`config.mk`:
```
export PLATFORM = sky130hd
export DESIGN_NAME = dual_issue_responder
export DESIGN_NICKNAME = d
export VERILOG_FILES = /design/src/rtl/dual_issue_responder.sv
export SDC_FILE = /design/constraint.sdc
export NUM_CORES = 2
export LEC_CHECK = 0
export BUFFER_PORTS_ARGS = -buffer_cell sky130_fd_sc_hd__buf_2
export CAP_MARGIN = 20
export CELL_PAD_IN_SITES_DETAIL_PLACEMENT = 1
export CELL_PAD_IN_SITES_GLOBAL_PLACEMENT = 2
export CORE_MARGIN = 5
export CORE_UTILIZATION = 39
export CTS_BUF_LIST = sky130_fd_sc_hd__clkbuf_8
export DETAILED_ROUTE_END_ITERATION = 10
export MAX_ROUTING_LAYER = met4
export PLACE_DENSITY_LB_ADDON = 0.1
export SKIP_LAST_GASP = 1
export SLEW_MARGIN = 20
export SYNTH_ARGS = -nofsm -noshare
export SYNTH_HDL_FRONTEND = slang
export SYNTH_SLANG_ARGS = --single-unit
```
`constraint.sdc`:
```
create_clock -name clk -period 6.88 [get_ports clk]
set_clock_uncertainty 0.1 [all_clocks]
set_input_delay 0.344 -clock clk [delete_from_list [all_inputs] [get_ports clk]]
set_output_delay 0.344 -clock clk [all_outputs]
set_load 0.05 [all_outputs]
```
`src/rtl/dual_issue_responder.sv`:
```
// dual_issue_responder
//   Responder side of the scheduler's dual-lane issue handshake. ALU ops are
//   acked on presentation. MUL ops run on a per-lane iterative shift-add
//   multiplier and are acked once the product is ready. Each lane has its own
//   registered write-back port into the register file.
//
//   Optional feature macro: ISSUE_PERF_CNT_EN
//     defined   : retired1 / retired2 / stall_cycles performance counters
//     undefined : those ports are tied to zero and no counter flops exist
//
//   Lane FSM (identical per lane)
//   state | meaning
//   IDLE  | accepting; ALU ops acked immediately, MUL ops start here
//   BUSY  | iterating the shift-add multiplier, ack held low
//   DONE  | product ready, ack follows valid until the transfer
module dual_issue_responder #(
  parameter int MUL_CYCLES = 4
) (
  input  logic        clk,
  input  logic        rst,
  input  logic        valid1,
  input  logic        mul1,
  input  logic [4:0]  rd1,
  input  logic [31:0] alu_res1,
  input  logic [31:0] op_a1,
  input  logic [31:0] op_b1,
  output logic        ack1,
  input  logic        valid2,
  input  logic        mul2,
  input  logic [4:0]  rd2,
  input  logic [31:0] alu_res2,
  input  logic [31:0] op_a2,
  input  logic [31:0] op_b2,
  output logic        ack2,
  output logic        reg_write,
  output logic [4:0]  regd,
  output logic [31:0] write_data,
  output logic        reg_write2,
  output logic [4:0]  regd2,
  output logic [31:0] write_data2,
  output logic [31:0] retired1,
  output logic [31:0] retired2,
  output logic [31:0] stall_cycles
);

  // Bits of the multiplier consumed per iteration.
  localparam int unsigned CHUNK      = 32 / MUL_CYCLES;
  localparam logic [31:0] CHUNK_MASK = 32'hFFFF_FFFF >> (32 - CHUNK);
  localparam logic [4:0]  CNT_INIT   = 5'(MUL_CYCLES - 1);

  typedef enum logic [1:0] {
    IDLE = 2'd0,
    BUSY = 2'd1,
    DONE = 2'd2
  } lane_state_t;

  // Per-lane views of the input ports; index 0 is lane 1, index 1 is lane 2.
  logic        valid_v [2];
  logic        mul_v   [2];
  logic [4:0]  rd_v    [2];
  logic [31:0] alu_v   [2];
  logic [31:0] op_a_v  [2];
  logic [31:0] op_b_v  [2];

  assign valid_v[0] = valid1;
  assign valid_v[1] = valid2;
  assign mul_v[0]   = mul1;
  assign mul_v[1]   = mul2;
  assign rd_v[0]    = rd1;
  assign rd_v[1]    = rd2;
  assign alu_v[0]   = alu_res1;
  assign alu_v[1]   = alu_res2;
  assign op_a_v[0]  = op_a1;
  assign op_a_v[1]  = op_a2;
  assign op_b_v[0]  = op_b1;
  assign op_b_v[1]  = op_b2;

  lane_state_t state_q [2];
  lane_state_t state_d [2];

  // Multiplier working registers: a is shifted up and b shifted down by one
  // chunk per iteration, so each step only looks at the low chunk of b.
  logic [31:0] mul_a_q [2];
  logic [31:0] mul_b_q [2];
  logic [31:0] acc_q   [2];
  logic [4:0]  mul_rd_q[2];
  logic [4:0]  cnt_q   [2];

  logic        ack_v   [2];
  logic [4:0]  sel_rd  [2];
  logic [31:0] sel_data[2];
  logic        we      [2];

  // State register for both lanes.
  always_ff @(posedge clk) begin
    for (int i = 0; i < 2; i++) begin
      if (rst) state_q[i] <= IDLE;
      else     state_q[i] <= state_d[i];
    end
  end

  // Next-state logic; dropping valid in BUSY or DONE aborts the MUL.
  always_comb begin
    for (int i = 0; i < 2; i++) begin
      state_d[i] = state_q[i];
      case (state_q[i])
        IDLE: if (valid_v[i] && mul_v[i]) state_d[i] = BUSY;
        BUSY: begin
          if (!valid_v[i])          state_d[i] = IDLE;
          else if (cnt_q[i] == '0)  state_d[i] = DONE;
        end
        DONE:    state_d[i] = IDLE;
        default: state_d[i] = IDLE;
      endcase
    end
  end

  // Output logic: acks, write-back source select and write enables.
  always_comb begin
    for (int i = 0; i < 2; i++) begin
      ack_v[i]    = 1'b0;
      sel_rd[i]   = rd_v[i];
      sel_data[i] = alu_v[i];
      case (state_q[i])
        IDLE: ack_v[i] = valid_v[i] && !mul_v[i];
        DONE: begin
          ack_v[i]    = valid_v[i];
          sel_rd[i]   = mul_rd_q[i];
          sel_data[i] = acc_q[i];
        end
        default: ack_v[i] = 1'b0;
      endcase
    end
    // x0 is never written; on a same-rd collision the younger lane 2 wins.
    we[1] = ack_v[1] && (sel_rd[1] != 5'd0);
    we[0] = ack_v[0] && (sel_rd[0] != 5'd0) &&
            !(ack_v[1] && (sel_rd[1] == sel_rd[0]));
  end

  assign ack1 = ack_v[0];
  assign ack2 = ack_v[1];

  // Multiplier datapath: latch operands on MUL start, one chunk per BUSY cycle.
  always_ff @(posedge clk) begin
    for (int i = 0; i < 2; i++) begin
      if (rst) begin
        mul_a_q[i]  <= '0;
        mul_b_q[i]  <= '0;
        acc_q[i]    <= '0;
        mul_rd_q[i] <= '0;
        cnt_q[i]    <= '0;
      end else if (state_q[i] == IDLE && valid_v[i] && mul_v[i]) begin
        mul_a_q[i]  <= op_a_v[i];
        mul_b_q[i]  <= op_b_v[i];
        acc_q[i]    <= '0;
        mul_rd_q[i] <= rd_v[i];
        cnt_q[i]    <= CNT_INIT;
      end else if (state_q[i] == BUSY && valid_v[i]) begin
        acc_q[i]   <= acc_q[i] + mul_a_q[i] * (mul_b_q[i] & CHUNK_MASK);
        mul_a_q[i] <= mul_a_q[i] << CHUNK;
        mul_b_q[i] <= mul_b_q[i] >> CHUNK;
        if (cnt_q[i] != '0) cnt_q[i] <= cnt_q[i] - 5'd1;
      end
    end
  end

  // Registered write-back; address and data only move with the strobe.
  always_ff @(posedge clk) begin
    if (rst) begin
      reg_write   <= 1'b0;
      regd        <= '0;
      write_data  <= '0;
      reg_write2  <= 1'b0;
      regd2       <= '0;
      write_data2 <= '0;
    end else begin
      reg_write  <= we[0];
      reg_write2 <= we[1];
      if (we[0]) begin
        regd       <= sel_rd[0];
        write_data <= sel_data[0];
      end
      if (we[1]) begin
        regd2       <= sel_rd[1];
        write_data2 <= sel_data[1];
      end
    end
  end

`ifdef ISSUE_PERF_CNT_EN
  logic [31:0] retired1_q;
  logic [31:0] retired2_q;
  logic [31:0] stall_q;
  logic        stall_now;

  // A lane stalls the pipe while multiplying or while its product waits on valid.
  always_comb begin
    stall_now = 1'b0;
    for (int i = 0; i < 2; i++) begin
      if (state_q[i] == BUSY || (state_q[i] == DONE && !valid_v[i]))
        stall_now = 1'b1;
    end
  end

  // Retire and stall counters, free-running with natural wrap.
  always_ff @(posedge clk) begin
    if (rst) begin
      retired1_q <= '0;
      retired2_q <= '0;
      stall_q    <= '0;
    end else begin
      if (ack_v[0]) retired1_q <= retired1_q + 32'd1;
      if (ack_v[1]) retired2_q <= retired2_q + 32'd1;
      if (stall_now) stall_q   <= stall_q + 32'd1;
    end
  end

  assign retired1     = retired1_q;
  assign retired2     = retired2_q;
  assign stall_cycles = stall_q;
`else
  assign retired1     = '0;
  assign retired2     = '0;
  assign stall_cycles = '0;
`endif

endmodule

```
==> out/results.md <==
Global routing
• aggregate global-route resource usage: 0.230
• Overflow after GRT: 0
• vias in the first global route: 23300
• number of antenna violations at the first check in global routing: 4
• largest net degree at the start of global routing: 74
• first-pass GRT wire length: 137000 um

Final layout
• share of post-route cells with drive strength above 1: 0.154
• fin area: 33000 sq um
• core occupancy in the finished layout: 0.469
• most common cell after layout, fill and taps aside: sky130_fd_sc_hd__inv_1
• top library cells by usage in the layout, fill and taps aside: sky130_fd_sc_hd__inv_1 (508), sky130_fd_sc_hd__fa_1 (372), sky130_fd_sc_hd__and2_1 (347)
• area growth from synthesis to final layout: 19.0%
• Layout fillers: 7996
• net total in the final layout: 3885

CTS
• CTS Buf Count: 57
• hold_buf cts: 205
• cell chosen for the clock root: sky130_fd_sc_hd__clkbuf_8
• CTS tree: done
• cells resized by post-CTS repair: 0
• Bufs on Longest Clock Path: 3
• clock transition at the registers of the reported paths: 60 ps
• # H-tree levels: 2
• insertion delay of the later-clocked pin in the worst-skew pair: 700 ps
• Post-CTS Repair Setup Buffers: 0
• clock tree sinks: 292

Timing
• Total Negative Setup Slacks: 0 ps
• number of max-slew violations in the final report: 0
• share of the cycle needed by the critical path after routing: 0.888
• total setup violations reported at the end of the flow: 0
• peak clock frequency supported by timing: 164 MHz
• Max transition margin: 0.286
• unrepaired setup endpoints after global routing: false
• shortest clock period the worst path allows after layout: 6110 ps
• hold violation total from the final report: 0
• transition time at the pin with the least slew margin: 1070 ps
• worst setup slack after layout: 772 ps

Pwr
• Leak Pwr: 15.5 nW
• total power per unit cell area: 235 nW/um^2
• post-layout power: 0.00775 W
• Max IR drop VDD: 0.000138 V

Min path
• hold-critical path endpoint: regd2[1]
• count of cells along the worst hold path: 2
• Hold Startpoint: rst
• Hold/Removal Path Class: in2reg

Setup path
• worst-path fanout max: 29
• category of the worst setup path launch point: register
• required time worst endpoint: 7210 ps
• cell count of the worst reg-to-reg path: 18
• Worst Path Class, Setup: reg2reg
• CP Cell Sequence: and2_1, fa_1, fa_1, fa_1, inv_1, fa_1, inv_1, ha_1, a21o_1, a221oi_2, a2bb2oi_2, o31ai_2, buf_4, a211o_1, a31o_2, o21ai_1, mux2i_1, o21ai_1
• cell with the largest stage delay on the worst path: sky130_fd_sc_hd__edfxtp_1
• critical path capture point type: register
• FF-to-FF setup slack: 770 ps
• Worst path max stage delay: 970 ps
• worst r2r src: mul_b_q[0][3]
• Data arrival, critical path: 6430 ps
• most frequent CP cell: sky130_fd_sc_hd__fa_1
• endpoint of the worst-slack reg-to-reg timing path: acc_q[0][28]

Place
• # port buffers: 285
• post-detail-place hpwl: 63800 um
• Final GP Congestion: 0.826
• placement-stage cell area: 29700 sq um
• worst slack, placed: 812 ps

Die
• num rows: 97
• initial standard-cell utilization of the core: 0.394
• number of top-level design ports: 382
• Die Footprint: 76400 sq um
• vertical extent of the die: 276 um
• die width: 276 um
• core area: 70300 sq um

Synth
• number of enable flip-flop cells after synthesis: 212
• share of the synthesized netlist area taken by xor and xnor gates: 0.0243
• fraction of synthesized area in multiplexers: 0.00741
• syn_area_per_cell: 10.0 sq um
• post-synthesis instance area: 27700 sq um
• number of synthesized register bits: 292
• post-synthesis share of cell area spent on and, or, nand and nor gates: 0.155
• Synth Instances: 2766
• count of cell types in the netlist: 75
• Compound-Gate Fraction of Synth Area: 0.108
• Post-Synth Adder-Cell Area: 0.307
• share of synthesized registers carrying an async set or reset: 0
• combinational family with the most area after synthesis: adder cells
• synthesis warning total: 0
• dominant synthesized flop cell: sky130_fd_sc_hd__edfxtp_1
• share of the yosys chip area belonging to registers: 0.288

Detailed routing
• # DRC: 0
• antenna violation net count after detailed routing: 0
• number of DRC markers in iteration 0: 867
• TritonRoute pass-1 iters: 5
• detailed-route vias per instance: 4.86
• vias: 20500
• drt wl/cell: 20.3 um
• WL final: 85700 um

Run
• max capacitance violation total: 0

Outcome
• result of the run: completed

==> worst max-delay path by stage <==
stage,start,end,cells past startpoint
finish,mul_b_q[0][3],acc_q[0][28],18
global route,mul_b_q[0][3],acc_q[0][28],18
floorplan,mul_b_q[0][2],acc_q[0][28],19
detailed placement,mul_b_q[0][3],acc_q[0][28],18
CTS,mul_b_q[0][3],acc_q[0][28],18
global placement,mul_b_q[0][3],acc_q[0][28],18
==> per-layer routing <==
layer | routed length (um) | GRT usage | vias to the layer above
met4 | 1740 | 0.0497 | 0
met3 | 3610 | 0.0354 | 102
met5 | 0 | - | -
li1 | - | - | 9480
met1 | 38500 | 0.304 | 10500
met2 | 41800 | 0.379 | 410
==> cells by family (layout without fill, tap and decap cells) <==
group	after synthesis	in the layout
AOI/OAI and AO/OA	385	385
xor gates and xnor gates	77	77
and+or+nand+nor	835	835
muxes	16	16
DFF	292	292
other	1	100
adders and majority gates	456	456
buffers and inverters	704	1113
==> critical path: cells and delay by family, from the launching register on <==
kind	cells	cell delay [ps]
adders and majority gates	5	2330
AOI/OAI and AO/OA	8	1690
DFF	1	970
and+or+nand+nor	1	270
buffers and inverters	3	270
muxes	1	190
==> sequential cells by signal, summed over array words and instances, names as in the netlist <==
| name | cells |
|---|---|
| mul_rd_q | 10 |
| reg_write | 1 |
| write_data2 | 32 |
| acc_q | 64 |
| mul_a_q | 64 |
| state_q | 4 |
| reg_write2 | 1 |
| cnt_q | 10 |
| mul_b_q | 64 |
| regd | 5 |
| write_data | 32 |
| regd2 | 5 |
==> Yosys cell counts (34+ instances only) <==
library cell                 n  share of area
sky130_fd_sc_hd__edfxtp_1  212           0.23
sky130_fd_sc_hd__fa_1      372           0.27
sky130_fd_sc_hd__nor2_2     34         0.0077
sky130_fd_sc_hd__dfxtp_1    80          0.058
sky130_fd_sc_hd__a21oi_1    96          0.017
sky130_fd_sc_hd__clkbuf_1   96          0.013
sky130_fd_sc_hd__ha_1       84          0.038
sky130_fd_sc_hd__and2_1    347          0.078
sky130_fd_sc_hd__a211oi_1   39          0.011
sky130_fd_sc_hd__nand2_1   188          0.025
sky130_fd_sc_hd__xnor2_1    52          0.016
sky130_fd_sc_hd__a211oi_2   35          0.016
sky130_fd_sc_hd__a22o_1     96          0.030
sky130_fd_sc_hd__nor2_1    183          0.025
sky130_fd_sc_hd__buf_4      98          0.027
sky130_fd_sc_hd__inv_1     493          0.067
==> power by group <==
part	switching [W]	internal [W]
combinational	0.00217	0.00145
sequential	0.000183	0.00204
clock	0.000874	0.00103
==> metrics by stage <==
stage / std cells / hold WS, ps
2_1_floorplan: 2861 / 354
3_3_place_gp: 3897 / 376
3_5_place_dp: 3897 / 382
4_1_cts: 4210 / 9.27
5_1_grt: 4214 / 58.0
6_report: 4214 / 76.8
==> area by class of cell <==
type	instances	area (sq um)	share of cell area
clock inverters	42	300	0.00911
multi-input cells	1865	17100	0.519
inverters	493	1850	0.0562
diodes	4	10.0	0.000304
repair buffers	512	3650	0.111
flip-flops and latches	292	7970	0.242
well taps	940	1180	0.0357
clock buffers	66	908	0.0276
No activity file was read; power rests on OpenSTA's default activity.
